File: src/rtl/uart_tx_frame_controller.sv
// UART transmit frame sequencer: start, LSB-first data, optional parity, 1/2 stop bits.
// Accept-to-start latency 1 clock; tx_ready low for the whole frame, high again in the frame_done cycle.
module uart_tx_frame_controller #(
  parameter int DIV_WIDTH = 16,
  parameter int DATA_MAX  = 8
) (
  input  logic                 clk,
  input  logic                 rst,
  input  logic [DIV_WIDTH-1:0] cfg_baud_div,
  input  logic [1:0]           cfg_data_bits,
  input  logic                 cfg_parity_en,
  input  logic                 cfg_parity_odd,
  input  logic                 cfg_stop2,
  input  logic                 tx_valid,
  input  logic [DATA_MAX-1:0]  tx_data,
  output logic                 tx_ready,
  output logic                 tx,
  output logic                 busy,
  output logic                 frame_done
);

  typedef enum logic [2:0] {
    IDLE   = 3'd0,
    START  = 3'd1,
    DATA   = 3'd2,
    PARITY = 3'd3,
    STOP   = 3'd4
  } state_t;

  state_t                state_q, state_d;
  logic [DIV_WIDTH-1:0]  div_cnt_q, div_cnt_d;
  logic [2:0]            bit_cnt_q, bit_cnt_d;
  logic [DATA_MAX-1:0]   data_q, data_d;
  logic [DIV_WIDTH-1:0]  div_q, div_d;
  logic [1:0]            data_bits_q, data_bits_d;
  logic                  par_en_q, par_en_d;
  logic                  par_odd_q, par_odd_d;
  logic                  stop2_q, stop2_d;
  logic                  tx_q, tx_d;
  logic                  tx_ready_q, tx_ready_d;
  logic                  busy_q, busy_d;
  logic                  frame_done_q, frame_done_d;

  logic                  bit_end;
  logic [2:0]            last_data_bit;
  logic [3:0]            n_bits;
  logic [DATA_MAX-1:0]   data_mask;
  logic                  par_bit;

  always_comb begin
    state_d      = state_q;
    div_cnt_d    = div_cnt_q;
    bit_cnt_d    = bit_cnt_q;
    data_d       = data_q;
    div_d        = div_q;
    data_bits_d  = data_bits_q;
    par_en_d     = par_en_q;
    par_odd_d    = par_odd_q;
    stop2_d      = stop2_q;
    bit_end       = (div_cnt_q == div_q);
    last_data_bit = 3'd4 + {1'b0, data_bits_q};

    case (state_q)
      IDLE: begin
        if (tx_valid && tx_ready_q) begin
          data_d      = tx_data;
          div_d       = cfg_baud_div;
          data_bits_d = cfg_data_bits;
          par_en_d    = cfg_parity_en;
          par_odd_d   = cfg_parity_odd;
          stop2_d     = cfg_stop2;
          state_d     = START;
          div_cnt_d   = '0;
          bit_cnt_d   = '0;
        end
      end
      START: begin
        if (bit_end) begin
          state_d   = DATA;
          div_cnt_d = '0;
          bit_cnt_d = '0;
        end else begin
          div_cnt_d = div_cnt_q + DIV_WIDTH'(1);
        end
      end
      DATA: begin
        if (bit_end) begin
          div_cnt_d = '0;
          if (bit_cnt_q == last_data_bit) begin
            state_d   = par_en_q ? PARITY : STOP;
            bit_cnt_d = '0;
          end else begin
            bit_cnt_d = bit_cnt_q + 3'd1;
          end
        end else begin
          div_cnt_d = div_cnt_q + DIV_WIDTH'(1);
        end
      end
      PARITY: begin
        if (bit_end) begin
          state_d   = STOP;
          div_cnt_d = '0;
          bit_cnt_d = '0;
        end else begin
          div_cnt_d = div_cnt_q + DIV_WIDTH'(1);
        end
      end
      STOP: begin
        if (bit_end) begin
          div_cnt_d = '0;
          if (bit_cnt_q == {2'b00, stop2_q}) begin
            state_d   = IDLE;
            bit_cnt_d = '0;
          end else begin
            bit_cnt_d = bit_cnt_q + 3'd1;
          end
        end else begin
          div_cnt_d = div_cnt_q + DIV_WIDTH'(1);
        end
      end
      default: begin
        state_d   = IDLE;
        div_cnt_d = '0;
        bit_cnt_d = '0;
      end
    endcase

    // Outputs are registered, so they are derived from the state being entered.
    n_bits    = 4'd5 + {2'b00, data_bits_d};
    data_mask = ~({DATA_MAX{1'b1}} << n_bits);
    par_bit   = (^(data_d & data_mask)) ^ par_odd_d;

    case (state_d)
      START:   tx_d = 1'b0;
      DATA:    tx_d = data_d[bit_cnt_d];
      PARITY:  tx_d = par_bit;
      default: tx_d = 1'b1;
    endcase
    tx_ready_d   = (state_d == IDLE);
    busy_d       = (state_d != IDLE);
    frame_done_d = (state_q == STOP) && (state_d == IDLE);
  end

  always_ff @(posedge clk) begin
    if (rst) begin
      state_q      <= IDLE;
      div_cnt_q    <= '0;
      bit_cnt_q    <= '0;
      data_q       <= '0;
      div_q        <= '0;
      data_bits_q  <= '0;
      par_en_q     <= 1'b0;
      par_odd_q    <= 1'b0;
      stop2_q      <= 1'b0;
      tx_q         <= 1'b1;
      tx_ready_q   <= 1'b1;
      busy_q       <= 1'b0;
      frame_done_q <= 1'b0;
    end else begin
      state_q      <= state_d;
      div_cnt_q    <= div_cnt_d;
      bit_cnt_q    <= bit_cnt_d;
      data_q       <= data_d;
      div_q        <= div_d;
      data_bits_q  <= data_bits_d;
      par_en_q     <= par_en_d;
      par_odd_q    <= par_odd_d;
      stop2_q      <= stop2_d;
      tx_q         <= tx_d;
      tx_ready_q   <= tx_ready_d;
      busy_q       <= busy_d;
      frame_done_q <= frame_done_d;
    end
  end

  assign tx         = tx_q;
  assign tx_ready   = tx_ready_q;
  assign busy       = busy_q;
  assign frame_done = frame_done_q;

endmodule

File: config.mk
export PLATFORM = sky130hd
export DESIGN_NAME = uart_tx_frame_controller
export DESIGN_NICKNAME = d
export VERILOG_FILES = /design/src/rtl/uart_tx_frame_controller.sv
export SDC_FILE = /design/constraint.sdc
export NUM_CORES = 1
export LEC_CHECK = 0
export ABC_AREA = 1
export CAP_MARGIN = 20
export CORE_UTILIZATION = 50
export DETAILED_ROUTE_END_ITERATION = 7
export PLACE_DENSITY = 0.68
export REMOVE_ABC_BUFFERS = 1
export SLEW_MARGIN = 10
export SYNTH_ARGS = -nofsm -noshare
export SYNTH_HDL_FRONTEND = slang
export SYNTH_SLANG_ARGS = --single-unit
File: constraint.sdc
create_clock -name clk -period 2.4 [get_ports clk]
set_input_delay 0.36 -clock clk [delete_from_list [all_inputs] [get_ports clk]]
set_output_delay 0.36 -clock clk [all_outputs]
set_load 0.01 [all_outputs]
==> flow_summary.toml, run 1 <==
[pwr]
p_per_area_nw_per_um2 = 961
power.leakage_uw = 0.00170
vdd_drop_max_uv = 478

[route]
wirelength_um = 7040
initialDrtViolationCount = 93
vias_per_cell = 4.93
vias = 3020
drc_errors = 0
first_pass_iters = 4
ant_nets = 0
wl_per_cell_um = 11.5

[global_route]
gr-usage-met2 = 0.441
use_met3 = 0.0364
grtUsageMet1 = 0.255
grt_pass1_wl_um = 11800
gr-total-overflow = 0
top_usage_layer = "met2"
grt_util_all_layers = 0.233
grt_max_degree = 35
antenna_found_initial = 0
grt_pass1_vias = 2865

[final_layout]
multi_input_area_um2 = 1620
nFillCells = 610
fin_area_um2 = 3740
insertedDiodeCount = 0
areaGrowthSynthToFinish_pct = 21.1
final_net_count = 570
layout_commonest_cell = "nand2_1"
final_cell_mix = "137 x nand2_1, 66 x inv_1, 52 x nor2_1, 51 x dfxtp_1, 35 x clkdlybuf4s50_1"
seq_area_um2 = 1110
drive_above_1_share = 0.134

[synthesis]
synth_area_leader_cell = "dfxtp_1"
synth_area_um2 = 3090
yosysSeqAreaShare = 0.356
ys_top_cells_by_area = "dfxtp_1 36%, nand2_1 17%, inv_1 8.0%"
yosysWarnings = 0
yosys.area.top_type_share = 0.356
syn_avg_cell_area_um2 = 6.35
netlist_instances = 487
ys_seq_elements = 55
synth.distinct_cells = 34

[sta]
relSlewSlack = 0.705
tightest_slew_ns = 0.441
max_freq_ghz = 0.471
hold-worst-slack_ns = 0.474
finalHoldViolCount = 0
setup_viol = 0
fin_crit_sh = 0.885
slew_viol_final = 0
min_period_ns = 2.12
grt_setup_unrepaired = "no"
skew_ns = 0.0151

[clock_network]
clk_pin_slew_ns = 0.10
cts_sinks = 55
cts_tree = "yes"
clock-root-buffer = "clkbuf_8"
cts_resized = 0
ctsHtreeMaxLevel = 2
postCtsSetupBuffers = 0
cts_hold_buf = 0
insertion_delay_ns = 0.32
cts_buffers = 5
clockBufferDepth = 2

[setup_path]
startpoint = "tx_valid"
crit_arrival_ns = 2.34
endpoint_kind = "register"
cp_slowest_cell = "clkdlybuf4s50_1"
worst_setup_path_start_kind = "input pin"
cp_data_required_time_ns = 2.62
crit_chain = "clkdlybuf4s50_1 -> nand2_1 -> nor2_4 -> nand2_1 -> o21ai_0 -> nand2_1 -> nand2_1 -> nand2_1 -> nand2_1 -> nand2_1 -> nand2_1 -> nand2_1 -> nand2_1 -> nand2_1 -> nand3_1 -> nand2_1 -> inv_1 -> nand2_1"
path_class = "in -> reg"
cpMostUsedCell = "nand2_1"
cpPeakStageDelay_ns = 0.46
timing.rr.start = "div_cnt_q[5]"
crit_fanout = 13

[placement]
dp_hpwl_um = 5360
gp_congestion = 0.858
io_buffer_count = 35
dpl_cell_area_um2 = 3620

[floorplanning]
start_util = 0.519
dieArea_um2 = 6500
ios = 36
die_w_um = 80.6
core_area_um2 = 5960
row_count = 28
chipHeight_um = 80.6

[flow_run]
cap_violations = 0

[hold_path]
hold_path_class = "reg -> reg"
worstHoldStart = "div_q[14]"

[outcome]
status = "finished, final reports clean"
## power breakdown
group / switching [uW] / internal (uW)
sequential: 102 / 1100
clock: 328 / 315
combinational: 1080 / 669
## area by class of cell
| class | count | area share |
|---|---|---|
| Tap cell | 75 | 0.0251 |
| Timing Repair Buffer | 54 | 0.135 |
| Sequential cell | 55 | 0.295 |
| Multi-Input combinational cell | 340 | 0.433 |
| Inverter | 80 | 0.0809 |
| Clock inverter | 3 | 0.0124 |
| Clock buffer | 5 | 0.0184 |
## worst max-delay path: cells and delay by family
kind	cells	cell delay, ns
AO/OA/AOI/OAI	1	0.16
buffers and inverters	2	0.51
AND/OR/NAND/NOR	15	1.28
## stage by stage
step / setup slack, ns / setup TNS, ns / cells / util / total power (uW)
CTS: 0.207 / 0 / 612 / 0.627 / 3620
global route: 0.0140 / 0 / 612 / 0.629 / 3910
global placement: 0.00205 / 0 / 604 / 0.608 / 2930
finish: 0.276 / 0 / 612 / 0.629 / 3600
detailed placement: -0.0505 / -0.0505 / 604 / 0.608 / 2970
floorplan: 0.296 / 0 / 475 / - / 2390
## synth_stat cells
| cell type | n |
|---|---|
| nand2_1 | 137 |
| inv_1 | 66 |
| dfxtp_1 | 55 |
| nor2_1 | 52 |
| nand3_1 | 34 |
| o21ai_0 | 30 |
| a21oi_1 | 27 |
| inv_2 | 12 |
| clkbuf_1 | 8 |
| nand2_2 | 8 |
| nor3_1 | 8 |
| a211oi_1 | 4 |
| nand4_1 | 4 |
| nor2_2 | 4 |
| o21ai_1 | 4 |
| a31oi_1 | 3 |
| buf_6 | 3 |
| nor2_4 | 3 |
| nor4_1 | 3 |
| o21ai_2 | 3 |
| a21oi_2 | 2 |
| ha_1 | 2 |
| nand2_4 | 2 |
| or2_2 | 2 |
| xor2_1 | 2 |
| a211oi_2 | 1 |
| a21oi_4 | 1 |
| a221oi_1 | 1 |
| buf_4 | 1 |
| clkinv_1 | 1 |
| inv_4 | 1 |
| nor3_2 | 1 |
| nor3b_2 | 1 |
| xnor2_1 | 1 |
## kinds of logic (layout without fill, tap and decap cells)
family / Yosys count / in the layout / synth area share
AOI/OAI and AO/OA: 76 / 76 / 0.141
xor gates and xnor gates: 3 / 3 / 0.00850
adders and majority gates: 2 / 2 / 0.00809
DFF: 55 / 55 / 0.356
and+or+nand+nor: 259 / 259 / 0.365
buffers and inverters: 92 / 142 / 0.121
## path summary, 6_finish.rpt
check / end / slack [ns] / cells after the start
max: tx / 0.28 / 18
min: div_q[14] / 0.47 / 2
max reg2reg: tx / 0.31 / 17
min reg2reg: div_q[14] / 0.47 / 2
## per-layer routing
layer | share of wire | wire, um
met1 | 0.45 | 3160
met2 | 0.49 | 3450
met3 | 0.037 | 257
met4 | 0.025 | 174
met5 | 0 | 0
## registers in the layout, indices dropped and copies added (netlist names)
| name | cells |
|---|---|
| bit_cnt_q | 3 |
| div_q | 16 |
| tx_ready | 1 |
| state_q | 3 |
| data_bits_q | 2 |
| par_odd_q | 1 |
| par_en_q | 1 |
| data_q | 8 |
| frame_done | 1 |
| tx | 1 |
| stop2_q | 1 |
| div_cnt_q | 16 |
| busy | 1 |
Power figures use the tool's default switching activity.
==> run 2, diff against run 1 <==
- ABC_AREA: 1 -> unset
- PLACE_DENSITY: 0.68 -> 0.69
- clock period: 2.4 -> 2.7 ns (I/O delays scaled with it)
==> flow_summary.toml, run 2 <==
[global_route]
grt_pass1_wl_um = 10700
gr-total-overflow = 0
grt_pass1_vias = 2291
grt_max_degree = 29
antenna_found_initial = 0
grt_util_all_layers = 0.228

[clock_network]
cts_sinks = 55
insertion_delay_ns = 0.32
cts_hold_buf = 0
clockBufferDepth = 2
ctsHtreeMaxLevel = 2
clk_pin_slew_ns = 0.10
clock-root-buffer = "clkbuf_8"
cts_buffers = 5
cts_tree = "yes"

[synthesis]
synth_area_leader_cell = "dfxtp_1"
ys_async_sr_fraction = 0
ys_seq_elements = 55
ys_top_cells_by_count = "65 x nand2_1, 55 x dfxtp_1, 37 x a21oi_1"
yosysSeqAreaShare = 0.393
synth-main-ff-cell = "dfxtp_1"
synth.distinct_cells = 49
yosys.area.top_type_share = 0.393
yosysWarnings = 0
synth_area_um2 = 2800
yosysMostFrequentCell = "nand2_1"
syn_avg_cell_area_um2 = 8.15
netlist_instances = 344
ys_top_cells_by_area = "dfxtp_1 39%, xnor2_1 9.1%, nand2_1 8.7%"
synth_edf_count = 0

[sta]
relSlewSlack = 0.687
tightest_slew_ns = 0.466
max_freq_ghz = 0.387
setup_viol = 0
slew_viol_final = 0
finalHoldViolCount = 0
fin_crit_sh = 0.957
skew_ns = 0.00959
min_period_ns = 2.58

[pwr]
power.share.sequential = 0.416
netSwitchingFraction = 0.358
power_frac_clock = 0.197
power.leakage_uw = 0.00130
p_int_uw = 1540
power_uw = 2400
p_per_area_nw_per_um2 = 676
power_frac_comb = 0.388
power.switching_uw = 858
vdd_drop_max_uv = 406

[placement]
dp_hpwl_um = 4630
io_buffer_count = 35
gp_congestion = 0.841

[floorplanning]
core_area_um2 = 5240
ios = 36
row_count = 26
die_w_um = 76.9
dieArea_um2 = 5910
start_util = 0.535
chipHeight_um = 76.9

[setup_path]
ff2ff_path_depth = 8
cp_data_required_time_ns = 2.89
endpoint_kind = "register"
crit_fanout = 5
worst_setup_path_start_kind = "register"
crit_arrival_ns = 2.77
path_class = "reg -> reg"

[route]
ant_nets = 0
drc_errors = 0
initialDrtViolationCount = 155
first_pass_iters = 4
wl_per_cell_um = 14.0
vias = 2513
vias_per_cell = 5.42
wirelength_um = 6490

[final_layout]
final_cell_mix = "65 x nand2_1, 45 x dfxtp_1, 37 x a21oi_1, 35 x clkdlybuf4s50_1, 28 x nor2_1"
drive_above_1_share = 0.162
final_net_count = 427
final_util = 0.677
layout_commonest_cell = "nand2_1"
areaGrowthSynthToFinish_pct = 26.5
insertedDiodeCount = 0
largest_registers = "div_cnt_q: 16 flops, div_q: 16 flops, data_q: 8 flops"

[hold_path]
holdPathStages = 2
hold_path_class = "reg -> reg"

[outcome]
status = "finished, final reports clean"

[flow_run]
cap_violations = 0
-- run 2: what timing repair did --
action | 4_1_cts | 5_1_grt
setup endpoints to repair | 0 | 3
setup buffers | 0 | 4
resized for setup | 0 | 31
-- run 2: worst max-delay path, cell delays in order, from the launching register on --
cell      delay (ns)
dfxtp_1         0.38
xnor2_1         0.14
nand4_1         0.17
or4_4           0.59
a31o_1          0.27
or4_1           0.47
o311ai_0        0.13
mux2_4          0.22
a311oi_1        0.08
-- run 2: power by group through the flow --
| stage | Combinational [uW] | Sequential, uW | Clock [uW] |
|---|---|---|---|
| 6_report | 929 | 996 | 471 |
| 2_1_floorplan | 523 | 998 | 0 |
| 4_1_cts | 840 | 992 | 482 |
| 3_3_place_gp | 823 | 1010 | 0 |
| 5_1_grt | 1030 | 1010 | 518 |
| 3_5_place_dp | 837 | 1010 | 0 |
-- run 2: cell families (layout without fill, tap and decap cells) --
| logic type | after synthesis | in the layout | synth area share |
|---|---|---|---|
| AO/OA/AOI/OAI | 69 | 69 | 0.147 |
| XOR/XNOR | 44 | 44 | 0.143 |
| adder cells (fa/ha/maj) | 2 | 2 | 0.00893 |
| buffers and inverters | 20 | 69 | 0.0299 |
| flip-flops | 55 | 55 | 0.393 |
| multiplexers | 9 | 9 | 0.0326 |
| AND/OR/NAND/NOR | 145 | 146 | 0.246 |
-- run 2: area by class of cell --
class | count | area (um2)
Multi-Input combinational cell | 270 | 1720
Tap cell | 70 | 87.6
Clock inverter | 3 | 22.5
Inverter | 3 | 11.3
Fill cell | 474 | 1690
Timing Repair Buffer | 58 | 523
Clock buffer | 5 | 68.8
Sequential cell | 55 | 1110
-- run 2: stage by stage --
step / instance area, um2 / hold slack [ns] / setup slack (ns) / TNS (ns) / instances
3_5_place_dp: 3310 / 0.464 / 0.0268 / 0 / 451
2_1_floorplan: 2730 / 0.435 / -0.0906 / -0.0906 / 327
5_1_grt: 3550 / 0.499 / -0.0257 / -0.0257 / 464
3_3_place_gp: 3310 / 0.457 / 0.0585 / 0 / 451
4_1_cts: 3400 / 0.479 / 0.00968 / 0 / 459
6_report: 3550 / 0.477 / 0.117 / 0 / 464
-- run 2: path summary, 6_finish.rpt --
| check | slack (ns) | end | startpoint |
|---|---|---|---|
| worst max-delay path | 0.12 | tx | div_cnt_q[0] |
| worst min-delay path | 0.48 | div_q[0] | div_q[0] |
| worst max register to register | 0.12 | tx | div_cnt_q[0] |
| worst min register to register | 0.48 | div_q[0] | div_q[0] |
-- run 2: per-layer routing --
layer	vias to the layer above	GRT usage	part of all wire
li1	1269	-	-
met5	-	0	0
met2	74	0.343	0.45
met4	0	0.0769	0.015
met1	1162	0.328	0.48
met3	8	0.0405	0.053
==> run 3, diff against run 2 <==
- PLACE_DENSITY: 0.69 -> 0.73
==> flow_summary.toml, run 3 (synthesis gave the netlist of run 2 again) <==
[setup_path]
cp_slowest_cell = "or4_4"
endpoint_kind = "register"
ff2ff_setup_slack_ns = 0.05
cpPeakStageDelay_ns = 0.65
r2r_end = "tx"
crit_arrival_ns = 2.84
crit_chain = "xnor2_2 -> nand4_1 -> or4_4 -> or3_4 -> a31oi_1 -> a2bb2oi_1 -> a2111oi_2 -> a311oi_1"
crit_fanout = 7
timing.rr.start = "div_q[0]"
path_class = "reg -> reg"
ff2ff_path_depth = 8
worst_setup_path_start_kind = "register"
cp_data_required_time_ns = 2.89

[placement]
dpl_cell_area_um2 = 3310
dp_hpwl_um = 4660
gp_congestion = 0.884
io_buffer_count = 35
placed_cells = 451

[clock_network]
cts_buffers = 5
clockBufferDepth = 2
cts_sinks = 55
cts_tree = "yes"
ctsHtreeMaxLevel = 2
clock-root-buffer = "clkbuf_8"
clk_pin_slew_ns = 0.11
insertion_delay_ns = 0.32

[final_layout]
layout_commonest_cell = "nand2_1"
areaGrowthSynthToFinish_pct = 27.5
fin_area_um2 = 3570
largest_registers = "div_cnt_q: 16 flops, div_q: 16 flops, data_q: 8 flops"
insertedDiodeCount = 0
final_net_count = 427
final_cell_mix = "65 x nand2_1, 41 x dfxtp_1, 37 x a21oi_1, 35 x clkdlybuf4s50_1, 28 x nor2_1"
final_util = 0.682
drive_above_1_share = 0.175
fin_cells = 464

[sta]
min_period_ns = 2.65
slew_viol_final = 0
skew_ns = 0.00758
hold-worst-slack_ns = 0.471
finalHoldViolCount = 0
max_freq_ghz = 0.377
setup_viol = 0
tightest_slew_ns = 0.537
fin_crit_sh = 0.983
relSlewSlack = 0.638

[pwr]
power.leakage_uw = 0.00132
p_per_area_nw_per_um2 = 675
vdd_drop_max_uv = 521

[route]
vias_per_cell = 5.39
initialDrtViolationCount = 289
wl_per_cell_um = 14.7
wirelength_um = 6830
drc_errors = 0
vias = 2503
ant_nets = 0
first_pass_iters = 4

[hold_path]
worstHoldStart = "par_odd_q"
holdPathStages = 2
hold_path_class = "reg -> reg"
hold_path_end = "par_odd_q"

[global_route]
grt_pass1_vias = 2350
gr-total-overflow = 0
grt_pass1_wl_um = 11300
antenna_found_initial = 0
grt_util_all_layers = 0.240
grt_max_degree = 36

[floorplanning]
ios = 36
die_w_um = 76.9
row_count = 26
start_util = 0.535
chipHeight_um = 76.9
core_area_um2 = 5240
dieArea_um2 = 5910

[flow_run]
cap_violations = 0

[outcome]
status = "finished, final reports clean"
## run 3: worst max-delay path by stage
stage,from,end,slack [ns],cells past startpoint
CTS,div_cnt_q[6],tx,0.02,8
detailed placement,tx_valid,tx,-0.04,10
finish,div_q[0],tx,0.05,8
global placement,tx_valid,tx,0.05,9
global route,div_q[5],tx,-0.07,8
floorplan,state_q[2],tx,-0.09,7
## run 3: what timing repair did
item                                    in CTS  in global routing
cloned                                       0                  1
pin swaps                                    0                 13
endpoints found under the setup margin       1                  1
hold buffers                                 0                  0
setup buffers                                0                  4
gates resized for setup                      1                 38
## run 3: final cells by class
cell class,instances,area (um2)
sequential,55,1120
multi-input combinational,270,1740
inverter,3,11.3
tap,70,87.6
clock inverter,2,16.3
timing repair buffer,58,523
fill,435,1660
clock buffer,6,72.6
## run 3: worst max-delay path, delay by kind of cell, from the launching register on
kind,cells,cell delay [ns]
xor+xnor,1,0.16
simple gates,3,1.28
compound gates,4,0.72
flops,1,0.35
## run 3: metrics by stage
stage                     total power (uW)  setup slack, ns  setup TNS [ns]
after CTS                             2310           0.0248               0
after detailed placement              1830          -0.0385         -0.0385
after floorplan                       1520          -0.0906         -0.0906
after global placement                1810           0.0543               0
after global routing                  2570          -0.0702         -0.0702
final                                 2410           0.0462               0
## run 3: where the power goes
part	total (uW)	switching (uW)	internal, uW
clock network	480	293	187
registers	1000	92.1	908
logic	931	491	440
total	2410	876	1540
## run 3: layer usage
layer / up-vias / wire [um] / GRT usage
met5: - / 0 / 0
met4: 0 / 75 / 0.0635
met3: 8 / 302 / 0.0393
met2: 68 / 3250 / 0.382
met1: 1150 / 3200 / 0.335
li1: 1277 / - / -
